File: src/rtl/mem_ctrl_pkg.sv
// Shared encodings for the byte-serialising RAM arbiter: FSM states, owners,
// access sizes and the fixed RAM read latency.
package mem_ctrl_pkg;

  localparam int RAM_RD_LAT = 1;

  localparam logic [2:0] SZ_B = 3'd1;
  localparam logic [2:0] SZ_H = 3'd2;
  localparam logic [2:0] SZ_W = 3'd4;

  typedef enum logic [1:0] {
    ST_IDLE  = 2'd0,
    ST_READ  = 2'd1,
    ST_WRITE = 2'd2,
    ST_DONE  = 2'd3
  } state_t;

  typedef enum logic [1:0] {
    OWN_NONE = 2'd0,
    OWN_IF   = 2'd1,
    OWN_MEM  = 2'd2
  } owner_t;

  // Any size other than a byte or halfword is serviced as a full word.
  function automatic logic [2:0] normSize(input logic [2:0] n);
    case (n)
      SZ_B:    return SZ_B;
      SZ_H:    return SZ_H;
      default: return SZ_W;
    endcase
  endfunction

endpackage

File: src/rtl/mem_ctrl_if.sv
// Pipeline-side (IF, MEM) and RAM-side signals of the memory controller.
// The controller takes the slave view; the pipeline/RAM environment takes master.
interface mem_ctrl_if #(
  parameter int ADDR_W = 32
);

  logic              if_req;
  logic [ADDR_W-1:0] if_addr;
  logic              if_done;
  logic [31:0]       if_data;

  logic              load_or_not;
  logic              store_or_not;
  logic [2:0]        num_of_bytes;
  logic [ADDR_W-1:0] mem_addr;
  logic [31:0]       store_data;
  logic              mem_enable;
  logic [31:0]       load_data;

  logic [ADDR_W-1:0] ram_addr;
  logic [7:0]        ram_dout;
  logic              ram_wr;
  logic [7:0]        ram_din;

  modport slave (
    input  if_req, if_addr, load_or_not, store_or_not, num_of_bytes,
           mem_addr, store_data, ram_din,
    output if_done, if_data, mem_enable, load_data, ram_addr, ram_dout, ram_wr
  );

  modport master (
    output if_req, if_addr, load_or_not, store_or_not, num_of_bytes,
           mem_addr, store_data, ram_din,
    input  if_done, if_data, mem_enable, load_data, ram_addr, ram_dout, ram_wr
  );

endinterface

File: src/rtl/mem_ctrl.sv
// Arbitrates IF and MEM onto one byte-wide RAM port, splitting each 1/2/4-byte
// request into little-endian byte accesses and returning a single done pulse.
module mem_ctrl
  import mem_ctrl_pkg::*;
#(
  parameter int ADDR_W = 32
) (
  input  logic        clk,
  input  logic        rst,
  input  logic        rdy,
  mem_ctrl_if.slave   bus
);

  state_t            state_q, state_d;
  owner_t            owner_q, owner_d;
  logic [2:0]        cnt_q, cnt_d;
  logic [2:0]        size_q, size_d;
  logic [ADDR_W-1:0] addr_q, addr_d;
  logic [31:0]       wdata_q, wdata_d;
  logic [31:0]       asm_q, asm_d;

  logic              ifDone_q, ifDone_d;
  logic [31:0]       ifData_q, ifData_d;
  logic              memEn_q, memEn_d;
  logic [31:0]       loadData_q, loadData_d;
  logic [ADDR_W-1:0] ramAddr_q, ramAddr_d;
  logic [7:0]        ramDout_q, ramDout_d;
  logic              ramWr_q, ramWr_d;

  logic              memReq;
  logic [2:0]        cntInc;
  logic [2:0]        capIdx;

  assign memReq = bus.load_or_not | bus.store_or_not;
  assign cntInc = cnt_q + 3'd1;
  assign capIdx = cnt_q - 3'(RAM_RD_LAT);

  always_ff @(posedge clk or negedge rst) begin
    if (!rst) state_q <= ST_IDLE;
    else      state_q <= state_d;
  end

  always_comb begin
    state_d = state_q;
    case (state_q)
      ST_IDLE: begin
        if (rdy) begin
          if (bus.store_or_not)                    state_d = ST_WRITE;
          else if (bus.load_or_not || bus.if_req)  state_d = ST_READ;
        end
      end
      ST_WRITE: if (cntInc >= size_q) state_d = ST_DONE;
      ST_READ:  if (cnt_q == size_q)  state_d = ST_DONE;
      ST_DONE:  state_d = ST_IDLE;
      default:  state_d = ST_IDLE;
    endcase
  end

  // Output registers are loaded one cycle ahead, so each branch computes what
  // the RAM port and done flags must show during the following cycle.
  always_comb begin
    owner_d    = owner_q;
    cnt_d      = cnt_q;
    size_d     = size_q;
    addr_d     = addr_q;
    wdata_d    = wdata_q;
    asm_d      = asm_q;
    ifDone_d   = 1'b0;
    ifData_d   = ifData_q;
    memEn_d    = 1'b0;
    loadData_d = loadData_q;
    ramAddr_d  = ramAddr_q;
    ramDout_d  = 8'h00;
    ramWr_d    = 1'b0;

    case (state_q)
      ST_IDLE: begin
        if (rdy && (memReq || bus.if_req)) begin
          owner_d   = memReq ? OWN_MEM : OWN_IF;
          addr_d    = memReq ? bus.mem_addr : bus.if_addr;
          size_d    = memReq ? normSize(bus.num_of_bytes) : SZ_W;
          wdata_d   = bus.store_data;
          cnt_d     = 3'd0;
          asm_d     = 32'h0;
          ramAddr_d = addr_d;
          if (bus.store_or_not) begin
            ramWr_d   = 1'b1;
            ramDout_d = bus.store_data[7:0];
          end
        end
      end

      ST_WRITE: begin
        if (cntInc < size_q) begin
          cnt_d     = cntInc;
          ramAddr_d = addr_q + ADDR_W'(cntInc);
          ramDout_d = 8'(wdata_q >> {cntInc, 3'b000});
          ramWr_d   = 1'b1;
        end else begin
          ifDone_d = (owner_q == OWN_IF);
          memEn_d  = (owner_q == OWN_MEM);
        end
      end

      ST_READ: begin
        if (cnt_q >= 3'(RAM_RD_LAT))
          asm_d = asm_q | (32'(bus.ram_din) << {capIdx, 3'b000});
        if (cntInc < size_q)
          ramAddr_d = addr_q + ADDR_W'(cntInc);
        if (cnt_q == size_q) begin
          if (owner_q == OWN_IF) begin
            ifDone_d = 1'b1;
            ifData_d = asm_d;
          end else begin
            memEn_d    = 1'b1;
            loadData_d = asm_d;
          end
        end else begin
          cnt_d = cntInc;
        end
      end

      ST_DONE: begin
        owner_d = OWN_NONE;
        cnt_d   = 3'd0;
      end

      default: ;
    endcase
  end

  always_ff @(posedge clk or negedge rst) begin
    if (!rst) begin
      owner_q    <= OWN_NONE;
      cnt_q      <= 3'd0;
      size_q     <= 3'd0;
      addr_q     <= '0;
      wdata_q    <= 32'h0;
      asm_q      <= 32'h0;
      ifDone_q   <= 1'b0;
      ifData_q   <= 32'h0;
      memEn_q    <= 1'b0;
      loadData_q <= 32'h0;
      ramAddr_q  <= '0;
      ramDout_q  <= 8'h00;
      ramWr_q    <= 1'b0;
    end else begin
      owner_q    <= owner_d;
      cnt_q      <= cnt_d;
      size_q     <= size_d;
      addr_q     <= addr_d;
      wdata_q    <= wdata_d;
      asm_q      <= asm_d;
      ifDone_q   <= ifDone_d;
      ifData_q   <= ifData_d;
      memEn_q    <= memEn_d;
      loadData_q <= loadData_d;
      ramAddr_q  <= ramAddr_d;
      ramDout_q  <= ramDout_d;
      ramWr_q    <= ramWr_d;
    end
  end

  assign bus.if_done    = ifDone_q;
  assign bus.if_data    = ifData_q;
  assign bus.mem_enable = memEn_q;
  assign bus.load_data  = loadData_q;
  assign bus.ram_addr   = ramAddr_q;
  assign bus.ram_dout   = ramDout_q;
  assign bus.ram_wr     = ramWr_q;

endmodule

File: src/flat_wrapper.sv
// flat-port wrapper written by rule: the top's interface ports become plain ports
module mem_ctrl_flat import mem_ctrl_pkg::*;
#(
  parameter int ADDR_W = 32
)
  (clk, rst, rdy, bus_if_req, bus_if_addr, bus_load_or_not, bus_store_or_not, bus_num_of_bytes, bus_mem_addr, bus_store_data, bus_ram_din, bus_if_done, bus_if_data, bus_mem_enable, bus_load_data, bus_ram_addr, bus_ram_dout, bus_ram_wr);
  mem_ctrl_if #(.ADDR_W(ADDR_W)) bus_i ();
  input  logic clk;
  input  logic rst;
  input  logic rdy;
  input wire logic [$bits(bus_i.if_req)-1:0] bus_if_req;
  input wire logic [$bits(bus_i.if_addr)-1:0] bus_if_addr;
  input wire logic [$bits(bus_i.load_or_not)-1:0] bus_load_or_not;
  input wire logic [$bits(bus_i.store_or_not)-1:0] bus_store_or_not;
  input wire logic [$bits(bus_i.num_of_bytes)-1:0] bus_num_of_bytes;
  input wire logic [$bits(bus_i.mem_addr)-1:0] bus_mem_addr;
  input wire logic [$bits(bus_i.store_data)-1:0] bus_store_data;
  input wire logic [$bits(bus_i.ram_din)-1:0] bus_ram_din;
  output wire logic [$bits(bus_i.if_done)-1:0] bus_if_done;
  output wire logic [$bits(bus_i.if_data)-1:0] bus_if_data;
  output wire logic [$bits(bus_i.mem_enable)-1:0] bus_mem_enable;
  output wire logic [$bits(bus_i.load_data)-1:0] bus_load_data;
  output wire logic [$bits(bus_i.ram_addr)-1:0] bus_ram_addr;
  output wire logic [$bits(bus_i.ram_dout)-1:0] bus_ram_dout;
  output wire logic [$bits(bus_i.ram_wr)-1:0] bus_ram_wr;
  assign bus_i.if_req = bus_if_req;
  assign bus_i.if_addr = bus_if_addr;
  assign bus_i.load_or_not = bus_load_or_not;
  assign bus_i.store_or_not = bus_store_or_not;
  assign bus_i.num_of_bytes = bus_num_of_bytes;
  assign bus_i.mem_addr = bus_mem_addr;
  assign bus_i.store_data = bus_store_data;
  assign bus_i.ram_din = bus_ram_din;
  assign bus_if_done = bus_i.if_done;
  assign bus_if_data = bus_i.if_data;
  assign bus_mem_enable = bus_i.mem_enable;
  assign bus_load_data = bus_i.load_data;
  assign bus_ram_addr = bus_i.ram_addr;
  assign bus_ram_dout = bus_i.ram_dout;
  assign bus_ram_wr = bus_i.ram_wr;
  mem_ctrl #(.ADDR_W(ADDR_W)) u_core (.clk(clk), .rst(rst), .rdy(rdy), .bus(bus_i));
endmodule
File: config.mk
export PLATFORM = sky130hd
export DESIGN_NAME = mem_ctrl_flat
export DESIGN_NICKNAME = d
export VERILOG_FILES = /design/src/rtl/mem_ctrl_pkg.sv /design/src/rtl/mem_ctrl_if.sv /design/src/rtl/mem_ctrl.sv /design/src/flat_wrapper.sv
export SDC_FILE = /design/constraint.sdc
export NUM_CORES = 1
export LEC_CHECK = 0
export CORE_MARGIN = 8
export CORE_UTILIZATION = 33
export CTS_BUF_LIST = sky130_fd_sc_hd__clkbuf_2
export DETAILED_ROUTE_END_ITERATION = 16
export GPL_ROUTABILITY_DRIVEN = 0
export PLACE_DENSITY = 0.58
export SYNTH_ARGS = -nofsm -noshare
export SYNTH_HDL_FRONTEND = slang
export SYNTH_SLANG_ARGS = --single-unit
File: constraint.sdc
create_clock -name clk -period 3.79 [get_ports clk]
set_clock_uncertainty 0.05 [all_clocks]
set_input_delay 0.379 -clock clk [delete_from_list [all_inputs] [get_ports clk]]
set_output_delay 0.379 -clock clk [all_outputs]
set_load 0.02 [all_outputs]
==> results.toml <==
[cts]
cts_tree = "yes"
clockBufferDepth = 3
htreeDepth = 2
ctsResizeCount = 0
clk_pin_slew_worst_paths_ns = 0.10
cts_root_buf = "clkbuf_2"
cts_sinks = 213
post-cts-setup-buffer-count = 0
insertion_delay_ns = 0.82
cts-buffers-inserted = 58

[critical_path]
path_max_fanout = 53
arrival_ns = 4.03
worstPathCellList = "buf_4 -> ha_1 -> xor2_1 -> ha_1 -> o21a_1 -> o31a_1 -> or3_2 -> or3_1 -> o211ai_1"
cpPeakStageDelay_ns = 0.82
crit_start = "u_core.cnt_q[0]$_DFFE_PN0P_"
startpoint_type = "flip-flop"
critPathSlowestCell = "or3_2"
timing.reg2reg.worst_path_depth = 9
critPathKind = "flip-flop to flip-flop"
r2r_slack_ns = 0.46
cp.depth = 9
r2r-start = "u_core.cnt_q[0]$_DFFE_PN0P_"
cp.required_ns = 4.48
r2r-end = "u_core.bus.ram_addr[9]$_DFFE_PN0P_"
crit_path_end = "u_core.bus.ram_addr[9]$_DFFE_PN0P_"
crit_path_end_kind = "flip-flop"
critPathBufInv = 1
cp_top_family = "simple AND/OR/NAND/NOR gates"
path_common_cell = "ha_1"

[synth]
synth.mux.area_fraction = 0.1010
synth_xor_area_frac = 0.02475
synthArstFlopShare = 1.000
synthFlopType = "dfrtp_1"
yosys_register_bits = 213
syn-instance-count = 954
synth_top_family_by_area = "compound AO/OA/AOI/OAI gates"
yosysUniqueCellTypes = 58
ys_seq_area_frac = 0.5379
synthAdderAreaFrac = 0.01844
synth-simple-area-share = 0.1315
ys.warnings.count = 0
synth_compound_area_frac = 0.1474
synth_edf_count = 0
syn-num-nets = 1081
syn_area_sq_mm = 0.009908
postSynthAreaPerCell_sq_um = 10.39

[routing]
wl_met1_um = 13130
vias = 7928
wl_met3_um = 1985
viasPerCell = 4.861
ant_nets = 0
met2_wirelength_um = 13080
drt_iter0_drc = 344
drc = 0
firstDrtPassIters = 5
wl_per_cell_um = 17.57
finalWirelength_um = 28650
top_layer = "met5"

[global_route]
grt.total_usage = 0.1594
antenna_found_initial = 2
grt_pass1_wl_um = 46300
overflow = 0
grt_pass1_vias = 8351
grt_start_max_net_pins = 102

[timing]
rsz0062_at_grt = "no"
fin_tns_setup_ns = 0
min_period_over_period = 0.8799
relSlewSlack = 0.3772
finalSetupViolations = 0
slew_viol_final = 0
min_period_ns = 3.335
max_freq_mhz = 299.9
worstMarginPinSlew_ns = 0.9343
holdWs_ns = 0.1245
hold_violations = 0

[place]
place_area_sq_mm = 0.01249
hpwl_um = 20430
portBuffers = 219

[pwr]
ir_drop_uv = 424.0
power_leakage_nw = 5.748
power_density_mw_per_mm2 = 793.8

[cells_and_area]
fillCellCount = 2897
final_util = 0.4428
nets = 1322
final_area_sq_mm = 0.01313
syn2layout_area_growth_pct = 32.47
drive_gt1_frac = 0.1565

[flow_run]
drv_cap = 0

[floorplanning]
die_w_um = 189.3
rows = 63
die_y_um = 189.3
initial_core_util = 0.3343
core_area_sq_mm = 0.02964
die_area_sq_mm = 0.03583
io_pins = 220

[min_path]
min_path_type = "input pin to flip-flop"

[run_status]
outcome = "finished, final reports clean"
[power by group]
part / internal (mW) / leakage (nW) / switching [mW]
Sequential: 3.22 / 2.57 / 0.640
Clock: 0.690 / 0.424 / 0.976
Combinational: 2.18 / 2.76 / 2.71
[how the worst min path moves through the flow]
| stage | from | to | slack, ns | cells after the start |
|---|---|---|---|---|
| final | bus_store_data[22] | u_core.wdata_q[22]$_DFFE_PN0P_ | 0.12 | 2 |
| after global routing | bus_store_data[9] | u_core.wdata_q[9]$_DFFE_PN0P_ | 0.04 | 2 |
| after CTS | bus_store_data[21] | u_core.wdata_q[21]$_DFFE_PN0P_ | 0.001 | 2 |
| after detailed placement | u_core.bus.ram_addr[16]$_DFFE_PN0P_ | u_core.bus.ram_addr[16]$_DFFE_PN0P_ | 0.41 | 1 |
| after global placement | u_core.bus.load_data[2]$_DFFE_PN0P_ | u_core.bus.load_data[2]$_DFFE_PN0P_ | 0.41 | 2 |
| after floorplan | rst | u_core.addr_q[0]$_DFFE_PN0P_ | 0.03 | 0 |
[stage by stage]
step	std cells	worst slack, ns	power, mW
2_1_floorplan	954	0.9309	6.954
3_3_place_gp	1516	0.5589	8.767
3_5_place_dp	1516	0.4615	8.864
4_1_cts	1630	0.4501	10.60
5_1_grt	1631	0.2402	11.30
6_report	1631	0.4551	10.42
[per-layer routing]
layer	global-route usage	vias to the layer above
met5	0	-
met4	0.04209	2
met3	0.04654	40
met2	0.2479	223
met1	0.2143	3802
li1	-	3861
[layout make-up]
class / count / area (sq um) / share of cell area
sequential: 213 / 5330 / 0.4061
multi-input combinational: 648 / 4222 / 0.3216
timing repair buffer: 244 / 2432 / 0.1853
tap: 390 / 488.0 / 0.03718
clock buffer: 88 / 440.4 / 0.03356
inverter: 30 / 112.6 / 0.008580
clock inverter: 17 / 97.59 / 0.007436
antenna: 1 / 2.502 / 0.0001907
[repair_timing]
| item | 4_1_cts | 5_1_grt |
|---|---|---|
| hold endpoints to repair | 107 | 0 |
| endpoints found under the setup margin | 0 | 0 |
| hold buffers | 9 | 0 |
[cells by family after synthesis]
| family | after synthesis |
|---|---|
| buf+inv | 93 |
| fa+ha+maj | 14 |
| xor+xnor | 28 |
| compound gates | 249 |
| mux | 85 |
| simple gates | 272 |
| flops | 213 |
[Yosys cell counts (7+ instances only)]
| cell type | n | area share |
|---|---|---|
| a21oi_1 | 79 | 0.040 |
| nand2_1 | 147 | 0.056 |
| nor2_1 | 46 | 0.017 |
| clkbuf_2 | 8 | 0.0040 |
| o221ai_2 | 7 | 0.011 |
| nor4_2 | 9 | 0.011 |
| mux2_2 | 40 | 0.045 |
| buf_2 | 16 | 0.0081 |
| mux2i_1 | 37 | 0.037 |
| xnor2_1 | 15 | 0.013 |
| o21ai_0 | 119 | 0.060 |
| xor2_1 | 13 | 0.011 |
| clkbuf_1 | 33 | 0.013 |
| inv_1 | 29 | 0.011 |
| mux4_2 | 8 | 0.018 |
| nand3_1 | 13 | 0.0066 |
| dfrtp_1 | 213 | 0.54 |
| ha_1 | 13 | 0.016 |
| nor3_1 | 8 | 0.0040 |
[flip-flops by register name (all words and copies together) (netlist names)]
name	cells
u_core.bus.load_data	32
u_core.asm_q	32
u_core.addr_q	32
u_core.owner_q	2
u_core.size_q	3
u_core.bus.if_data	32
u_core.bus.ram_dout	8
u_core.wdata_q	32
u_core.state_q	2
u_core.bus.ram_wr	1
u_core.bus.if_done	1
u_core.bus.mem_enable	1
u_core.cnt_q	3
u_core.bus.ram_addr	32
[worst register-to-register path, stage by stage, from the launching register on]
cell      delay (ns)
dfrtp_1         0.39
buf_4           0.22
ha_1            0.24
xor2_1          0.34
ha_1            0.34
o21a_1          0.18
o31a_1          0.11
or3_2           0.82
or3_1           0.49
o211ai_1        0.09
[layout by cell type (no fill, tap or decap), types with 5 or more instances in the layout]
cell type        Yosys  final
a22o_1               6      6
dfrtp_1            213    213
mux4_2               8      8
mux2i_1             37     37
xnor2_1             15     15
nand4_1              5      5
clkdlybuf4s50_1      0    218
ha_1                13     13
nor4_2               9      9
o221ai_2             7      7
mux2_2              40     40
nand3_1             13     13
dlygate4sd3_1        0      9
nor2b_1              6      5
xor2_1              13     13
nand2_1            147    146
o21ai_0            119    118
nor2_1              46     46
clkbuf_2             8     88
a21oi_1             79     79
clkinv_2             0      6
nand2b_1             5      5
inv_1               29     29
clkinv_1             1      9
a221o_1              6      6
buf_4                0     14
nor3_1               8      8
(Power assumes the default switching activity.)
